File: src/rtl/fa_rr_scheduler_if.sv
// Bus between the round-robin scheduler, its four requesters and the shared 8-bit adder.
interface fa_rr_scheduler_if;
  logic [3:0]  req;
  logic [31:0] req_a;
  logic [31:0] req_b;
  logic [3:0]  gnt;
  logic [3:0]  ack;
  logic [7:0]  res;
  logic        res_carry;
  logic [7:0]  fa_a;
  logic [7:0]  fa_b;
  logic [7:0]  fa_sum;
  logic        fa_cout;
  logic        busy;

  // Scheduler side
  modport slave (
    input  req, req_a, req_b, fa_sum, fa_cout,
    output gnt, ack, res, res_carry, fa_a, fa_b, busy
  );

  // Requesters plus adder side
  modport master (
    output req, req_a, req_b, fa_sum, fa_cout,
    input  gnt, ack, res, res_carry, fa_a, fa_b, busy
  );
endinterface

File: src/rtl/fa_rr_scheduler.sv
// Round-robin scheduler that time-shares one external 8-bit adder among four
// requesters. Operands are registered toward the adder, given SETTLE_CYC cycles
// to settle, then the sum/carry are captured and returned with a one-cycle ack.
// Optional feature: define FA_RR_SCHEDULER_SAT_EN to saturate res to 8'hFF on carry-out.
module fa_rr_scheduler #(
  parameter int unsigned SETTLE_CYC = 2
) (
  input  logic               clk,
  input  logic               rst,
  fa_rr_scheduler_if.slave   bus
);

  // A settle time of 0 is meaningless for a sampled adder; treat it as 1.
  localparam int unsigned SETTLE_EFF = (SETTLE_CYC == 0) ? 1 : SETTLE_CYC;
  localparam int unsigned CNT_W      = (SETTLE_EFF > 1) ? $clog2(SETTLE_EFF) : 1;

  typedef enum logic [1:0] {
    IDLE    = 2'd0,
    SETTLE  = 2'd1,
    CAPTURE = 2'd2
  } state_e;

  state_e            state_q, state_d;
  logic [1:0]        ptr_q, ptr_d;
  logic [1:0]        win_q, win_d;
  logic [CNT_W-1:0]  cnt_q, cnt_d;
  logic [3:0]        gnt_q, gnt_d;
  logic [3:0]        ack_q, ack_d;
  logic [7:0]        res_q, res_d;
  logic              carry_q, carry_d;
  logic [7:0]        fa_a_q, fa_a_d;
  logic [7:0]        fa_b_q, fa_b_d;
  logic              busy_q, busy_d;

  logic [1:0]        win_idx;
  logic              win_vld;

  // Round-robin pick: first asserted request searching upward from ptr, mod 4.
  always_comb begin
    win_idx = ptr_q;
    win_vld = 1'b0;
    for (int k = 3; k >= 0; k--) begin
      if (bus.req[2'(ptr_q + 2'(k))]) begin
        win_idx = 2'(ptr_q + 2'(k));
        win_vld = 1'b1;
      end
    end
  end

  // State register and all registered outputs.
  always_ff @(posedge clk) begin
    if (rst) begin
      state_q <= IDLE;
      ptr_q   <= '0;
      win_q   <= '0;
      cnt_q   <= '0;
      gnt_q   <= '0;
      ack_q   <= '0;
      res_q   <= '0;
      carry_q <= 1'b0;
      fa_a_q  <= '0;
      fa_b_q  <= '0;
      busy_q  <= 1'b0;
    end else begin
      state_q <= state_d;
      ptr_q   <= ptr_d;
      win_q   <= win_d;
      cnt_q   <= cnt_d;
      gnt_q   <= gnt_d;
      ack_q   <= ack_d;
      res_q   <= res_d;
      carry_q <= carry_d;
      fa_a_q  <= fa_a_d;
      fa_b_q  <= fa_b_d;
      busy_q  <= busy_d;
    end
  end

  // Next-state logic.
  always_comb begin
    state_d = state_q;
    unique case (state_q)
      IDLE:    if (win_vld) state_d = SETTLE;
      SETTLE:  if (cnt_q == '0) state_d = CAPTURE;
      CAPTURE: state_d = IDLE;
      default: state_d = IDLE;
    endcase
  end

  // Datapath/output next values; operands are frozen for the whole transaction.
  always_comb begin
    ptr_d   = ptr_q;
    win_d   = win_q;
    cnt_d   = cnt_q;
    gnt_d   = gnt_q;
    ack_d   = '0;
    res_d   = res_q;
    carry_d = carry_q;
    fa_a_d  = fa_a_q;
    fa_b_d  = fa_b_q;
    busy_d  = (state_d != IDLE);
    unique case (state_q)
      IDLE: begin
        if (win_vld) begin
          win_d  = win_idx;
          fa_a_d = bus.req_a[{win_idx, 3'b000} +: 8];
          fa_b_d = bus.req_b[{win_idx, 3'b000} +: 8];
          gnt_d  = 4'b0001 << win_idx;
          cnt_d  = CNT_W'(SETTLE_EFF - 1);
        end
      end
      SETTLE: begin
        if (cnt_q != '0) cnt_d = cnt_q - CNT_W'(1);
      end
      CAPTURE: begin
`ifdef FA_RR_SCHEDULER_SAT_EN
        res_d   = bus.fa_cout ? 8'hFF : bus.fa_sum;
`else
        res_d   = bus.fa_sum;
`endif
        carry_d = bus.fa_cout;
        ack_d   = 4'b0001 << win_q;
        ptr_d   = 2'(win_q + 2'd1);
        gnt_d   = '0;
      end
      default: ;
    endcase
  end

  assign bus.gnt       = gnt_q;
  assign bus.ack       = ack_q;
  assign bus.res       = res_q;
  assign bus.res_carry = carry_q;
  assign bus.fa_a      = fa_a_q;
  assign bus.fa_b      = fa_b_q;
  assign bus.busy      = busy_q;

endmodule

File: src/flat_wrapper.sv
// flat-port wrapper written by rule: the top's interface ports become plain ports
module fa_rr_scheduler_flat 
#(
  parameter int unsigned SETTLE_CYC = 2
)
  (clk, rst, bus_req, bus_req_a, bus_req_b, bus_fa_sum, bus_fa_cout, bus_gnt, bus_ack, bus_res, bus_res_carry, bus_fa_a, bus_fa_b, bus_busy);
  fa_rr_scheduler_if bus_i ();
  input  logic clk;
  input  logic rst;
  input wire logic [$bits(bus_i.req)-1:0] bus_req;
  input wire logic [$bits(bus_i.req_a)-1:0] bus_req_a;
  input wire logic [$bits(bus_i.req_b)-1:0] bus_req_b;
  input wire logic [$bits(bus_i.fa_sum)-1:0] bus_fa_sum;
  input wire logic [$bits(bus_i.fa_cout)-1:0] bus_fa_cout;
  output wire logic [$bits(bus_i.gnt)-1:0] bus_gnt;
  output wire logic [$bits(bus_i.ack)-1:0] bus_ack;
  output wire logic [$bits(bus_i.res)-1:0] bus_res;
  output wire logic [$bits(bus_i.res_carry)-1:0] bus_res_carry;
  output wire logic [$bits(bus_i.fa_a)-1:0] bus_fa_a;
  output wire logic [$bits(bus_i.fa_b)-1:0] bus_fa_b;
  output wire logic [$bits(bus_i.busy)-1:0] bus_busy;
  assign bus_i.req = bus_req;
  assign bus_i.req_a = bus_req_a;
  assign bus_i.req_b = bus_req_b;
  assign bus_i.fa_sum = bus_fa_sum;
  assign bus_i.fa_cout = bus_fa_cout;
  assign bus_gnt = bus_i.gnt;
  assign bus_ack = bus_i.ack;
  assign bus_res = bus_i.res;
  assign bus_res_carry = bus_i.res_carry;
  assign bus_fa_a = bus_i.fa_a;
  assign bus_fa_b = bus_i.fa_b;
  assign bus_busy = bus_i.busy;
  fa_rr_scheduler #(.SETTLE_CYC(SETTLE_CYC)) u_core (.clk(clk), .rst(rst), .bus(bus_i));
endmodule
File: config.mk
export PLATFORM = sky130hd
export DESIGN_NAME = fa_rr_scheduler_flat
export DESIGN_NICKNAME = d
export VERILOG_FILES = /design/src/rtl/fa_rr_scheduler_if.sv /design/src/rtl/fa_rr_scheduler.sv /design/src/flat_wrapper.sv
export SDC_FILE = /design/constraint.sdc
export NUM_CORES = 1
export LEC_CHECK = 0
export ABC_CLOCK_PERIOD_IN_PS = 4000
export BUFFER_PORTS_ARGS = -buffer_cell sky130_fd_sc_hd__buf_2
export CAP_MARGIN = 40
export CORE_ASPECT_RATIO = 1.1
export CORE_MARGIN = 4
export CORE_UTILIZATION = 35
export DETAILED_ROUTE_END_ITERATION = 6
export GPL_TIMING_DRIVEN = 0
export HOLD_SLACK_MARGIN = 0.05
export PLACE_DENSITY = 0.71
export SKIP_LAST_GASP = 1
export SLEW_MARGIN = 20
export SYNTH_ARGS = -nofsm -noshare
export SYNTH_HDL_FRONTEND = slang
export SYNTH_SLANG_ARGS = --single-unit
File: constraint.sdc
create_clock -name clk -period 4 [get_ports clk]
set_input_delay 0.6 -clock clk [delete_from_list [all_inputs] [get_ports clk]]
set_output_delay 0.6 -clock clk [all_outputs]
set_load 0.005 [all_outputs]
== Word level (Yosys, flattened, before mapping) ==
Cells that the tools add are included.

* Bits in registers: 41
* Bits of input ports: 79
* Output and inout bits: 34
* Logic and storage cells: 60

* Reduce and logical (&&, ||, !) cells: 8
* Add/sub/neg operators: 5
* Muxes and demuxes: 24
* $lt $le $gt $ge: 4
* Bitwise logic cells: 1
* Equal/unequal tests: 3
* Shifts and indexed selects: 4

{| class="wikitable"
|+ Operator list
! kind !! number
|-
| variable part select 32 x 6 -> 8 bit || 2
|-
| < comparator 2 x 3 -> 1 bit, second input constant || 4
|-
| two-way mux 2 bit || 6
|-
| two-way mux 1 bit || 10
|-
| binary-select mux 1 bit (select 2 bit) || 4
|-
| case mux 4 bit (2 select lines) || 1
|-
| left shift 1 x 2 -> 4 bit, first input constant || 2
|-
| AND reduction 2 bit || 3
|-
| nonzero test 2 bit || 3
|-
| adder 2 x 1 -> 2 bit, second input constant || 2
|-
| adder 2 bit, second input constant || 2
|-
| two-way mux 4 bit || 1
|-
| case mux 2 bit (2 select lines) || 1
|-
| == test 2 x 1 -> 1 bit, second input constant || 1
|-
| == test 2 bit, second input constant || 1
|-
| zero test 2 bit || 1
|-
| != test 2 x 1 -> 1 bit, second input constant || 1
|-
| case mux 1 bit (2 select lines) || 1
|-
| OR reduction 2 bit || 1
|-
| NOT 1 bit || 1
|-
| subtractor 1 bit, second input constant || 1
|}

== Longest topological paths before layout ==
* Depth after elaboration: 10
* Gate-level depth with buffers: 7
* Gate-level depth less buffers: 5

== Least setup slack after synthesis ==
OpenSTA, ideal clock, no wires.

* Kind: input to register
* Start point: in bus_req[2]
* End point: reg u_core.fa_a_q[4] (netlist: u_core.bus.fa_a[4])
* Data required time: 3.920 ns
* Stages: 7
* Arrival time: 1.845 ns
* Path buffers: 2
* Slack: 2.075 ns
* Cell sequence: buf_6 > nor2b_4 > or4b_4 > o311ai_4 > buf_12 > a221oi_2 > a211oi_2

* Cells in the longest elaborated chain, start to end: 7
* Elaborated cells between the ends (all ways): 18
* Classes of those cells: shift: 1; mux: 16; reduce/logical: 1

{| class="wikitable"
|+ RTL lines
! what !! RTL line !! source
|-
| start: declaration || flat_wrapper.sv:10 || <nowiki>input wire logic [$bits(bus_i.req)-1:0] bus_req;</nowiki>
|-
| binary-select mux 1 bit (select 2 bit) || fa_rr_scheduler.sv:43 || <nowiki>if (bus.req[2'(ptr_q + 2'(k))]) begin</nowiki>
|-
| two-way mux 1 bit (implied by the code) || fa_rr_scheduler.sv:43 ||
|-
| two-way mux 2 bit or two-way mux 1 bit (tied branches) (4 in a row) || fa_rr_scheduler.sv:43 ||
|-
| variable part select 32 x 6 -> 8 bit or AND reduction 2 bit (tied branches) || - ||
|-
| end signal: assignment || fa_rr_scheduler.sv:61 || <nowiki>fa_a_q <= '0;</nowiki>
|-
| end signal: assignment || fa_rr_scheduler.sv:73 || <nowiki>fa_a_q <= fa_a_d;</nowiki>
|-
| end: declaration || fa_rr_scheduler.sv:31 || <nowiki>logic [7:0] fa_a_q, fa_a_d;</nowiki>
|}

Several ways; a longest one is shown, not always the timed one. The select of a mux whose other input is x is not followed.
A chain may end at the register's enable or synchronous reset.

== Final worst setup path ==
* Start point: in bus_req[1]
* End point: reg u_core.fa_a_q[5] (netlist: u_core.bus.fa_a[5])

Same word-level chain as after synthesis.

==> out/results.tsv <==
stage	metric	value	unit
status	outcome	complete, no violations	
logic_synthesis	synth_cell_type_count	47	
finish	nFillCells	662	
clocking	clk_latency	290	ps
detailed_routing	drc	0	
sta	slew_viol_final	0	
logic_synthesis	ys.flop_type	dfxtp_1	
place	gp_congestion	0.845	
critical_path	critPathLaunchType	input pin	
place	hpwl	5.79	mm
finish	nNetsFinal	471	
sta	finalCritPeriodShare	0.498	
sta	fin_setup_tns	0	ps
critical_path	criticalPathCategory	input pin to register	
detailed_routing	routedWlPerCell	15.9	µm
clocking	ctsHtreeMaxLevel	2	
worst_hold_path	hold_class	register to register	
detailed_routing	wl	7.54	mm
global_route	grt_pass1_vias	2438	
die	rows	31	
detailed_routing	dr.pass1.iters	4	
critical_path	cp-startpoint	bus_req[1]	
worst_hold_path	holdCritStartpoint	u_core.bus.res[4]	
sta	finalClockSkew	3.15	ps
finish	area_growth	31.6	%
finish	drive_gt1_frac	0.425	
sta	setup_violations	0	
critical_path	crit_arrival	2210	ps
global_route	grt_pass1_wl	11.5	mm
clocking	cts_buffers	5	
power_and_ir_drop	leakagePower	1.39	nW
die	die_y	95.8	µm
logic_synthesis	ys_ff_latch	41	
power_and_ir_drop	pwr_density_cell	363	mW/mm²
logic_synthesis	synth_seq_area_share	0.335	
logic_synthesis	yosysTopAreaCell	dfxtp_1	
logic_synthesis	synth_fp_nets	352	
sta	slew_headroom	0.553	
logic_synthesis	netlist_instances	273	
clocking	cts_resized	0	
die	floorplan.core_area	0.00671	mm²
global_route	grt_max_degree	14	
sta	whs	453	ps
logic_synthesis	ys_warn_count	0	
place	io_buffers	112	
die	initial_core_util	0.366	
logic_synthesis	syn-mean-instance-area	8.99	µm²
clocking	clock-sinks	41	
finish	fin_util	0.481	
detailed_routing	drt_iter0_markers	93	
critical_path	reg2reg_from	u_core.ptr_q[1]	
logic_synthesis	synthTopCellsByArea	dfxtp_1, a211oi_2, a221oi_2	
finish	n_antenna_cell	0	
global_route	grt_overflow_total	0	
logic_synthesis	synth.cell_area	0.00245	mm²
run	maxCapViolCount	0	
global_route	track_usage	0.174	
logic_synthesis	synth_top_area_frac	0.335	
die	ios	113	
critical_path	worst_ep_required_time	4220	ps
clocking	cts_setup_buffers	0	
critical_path	cp-end-kind	register	
clocking	cts_tree	done	
die	die_area	0.00842	mm²
clocking	cts_max_path_buffers	2	
global_route	antenna_found_initial	0	
sta	worst_pin_slew	670	ps
clocking	hold_buffers	0	
critical_path	cp_max_fo	10	
detailed_routing	via_per_inst	5.33	
power_and_ir_drop	vdd_drop_max	0.252	mV
sta	fmax	502	MHz
sta	hold_violations	0	
detailed_routing	antenna_left	0	
sta	final.min_clock_period	1990	ps
die	fp.dieW	87.8	µm
sta	rsz0062_at_grt	false	
clocking	clk_pin_slew_worst_paths	80	ps
logic_synthesis	synth_edf_count	0	
logic_synthesis	synthArstFlopShare	0	
clocking	root_buffer	clkbuf_8	
detailed_routing	vias	2534	
==> synthesized netlist by cell type (2+ instances only) <==
master	instances
a211oi_1	7
a211oi_2	11
a21o_1	4
a21oi_1	13
a221oi_1	7
a221oi_2	9
a22oi_1	5
and4_1	12
buf_2	6
buf_4	6
buf_6	4
clkbuf_1	11
dfxtp_1	41
nand2_1	25
nand2b_1	4
nand4_1	5
nor2_1	34
nor2b_1	4
nor3_1	6
nor3b_1	2
nor4_1	3
o21ai_0	7
o21ai_1	8
o21bai_1	2
o31a_1	12
o31ai_1	4
==> per-layer routing <==
layer	GRT usage	vias to the layer above	part of all wire
met5	0	-	0
met4	0.0486	0	0.015
met3	0.0659	11	0.099
met2	0.287	87	0.45
met1	0.211	1163	0.44
li1	-	1273	-
==> state kept, by name, summed over array words and instances, names as in the netlist <==
| register | cells |
|---|---|
| u_core.bus.fa_b | 8 |
| u_core.bus.res | 8 |
| u_core.win_q | 2 |
| u_core.bus.res_carry | 1 |
| u_core.state_q | 2 |
| u_core.bus.ack | 4 |
| u_core.bus.fa_a | 8 |
| u_core.bus.busy | 1 |
| u_core.ptr_q | 2 |
| u_core.cnt_q | 1 |
| u_core.bus.gnt | 4 |
==> critical path, cell delays in order <==
cell and delay (ps):
buf_2 140, buf_2 190, o41ai_4 620, buf_2 320, o21ai_0 140, a211oi_2 190
==> area by class of cell <==
cell class,instances,area (µm²),area share
clock buffer,6,72.6,0.0225
sequential,41,821,0.254
buffer,28,181,0.0562
clock inverter,2,38.8,0.0120
multi-input combinational,204,1450,0.450
tap,82,103,0.0318
timing repair buffer,112,561,0.174
==> metrics by stage <==
step | setup WS (ps) | cell area [µm²] | power (W) | cells
finish | 2010 | 3230 | 0.00117 | 475
global route | 1870 | 3230 | 0.00124 | 475
CTS | 2000 | 3230 | 0.00118 | 475
detailed placement | 1700 | 3120 | 0.000845 | 467
global placement | 1720 | 3120 | 0.000837 | 467
floorplan | 2070 | 2450 | 0.000714 | 273
==> logic make-up (layout without fill, tap and decap cells) <==
kind of cell | count (synthesis) | after routing | synth area share
compound gates | 99 | 99 | 0.364
xor+xnor | 1 | 1 | 0.00357
buf+inv | 28 | 148 | 0.0739
flops | 41 | 41 | 0.335
simple gates | 104 | 104 | 0.224
==> cells in the final DEF (no fill, tap or decap), drive strengths merged, types with 2 or more instances in the layout <==
cell,Yosys,routed
nor2,35,35
clkbuf,11,17
nor2b,6,6
nor3,6,6
o21bai,2,2
nor4,3,3
nand2,25,25
a22oi,5,5
nor3b,2,2
a211oi,19,19
a221oi,16,16
dfxtp,41,41
or4b,2,2
o21ai,15,15
and4,12,12
a21o,4,4
nand4,5,5
buf,17,129
nand2b,4,4
o31a,12,12
a21oi,13,13
o31ai,4,4
==> path summary, 6_finish.rpt <==
path                            cells past startpoint  slack [ps]            endpoint
worst min-delay path                                2         450   u_core.bus.res[4]
worst max register to register                      5        2060  u_core.bus.fa_a[5]
worst max-delay path                                6        2010  u_core.bus.fa_a[5]
worst min register to register                      2         450   u_core.bus.res[4]
==> power by group <==
group	internal [W]	switching (W)	leakage, nW	total, W
sequential	0.000448	0.0000227	0.337	0.000470
clock	0.000188	0.000151	0.0554	0.000339
combinational	0.000169	0.000193	0.994	0.000362
Note: power is estimated with default switching activity, not from simulation.
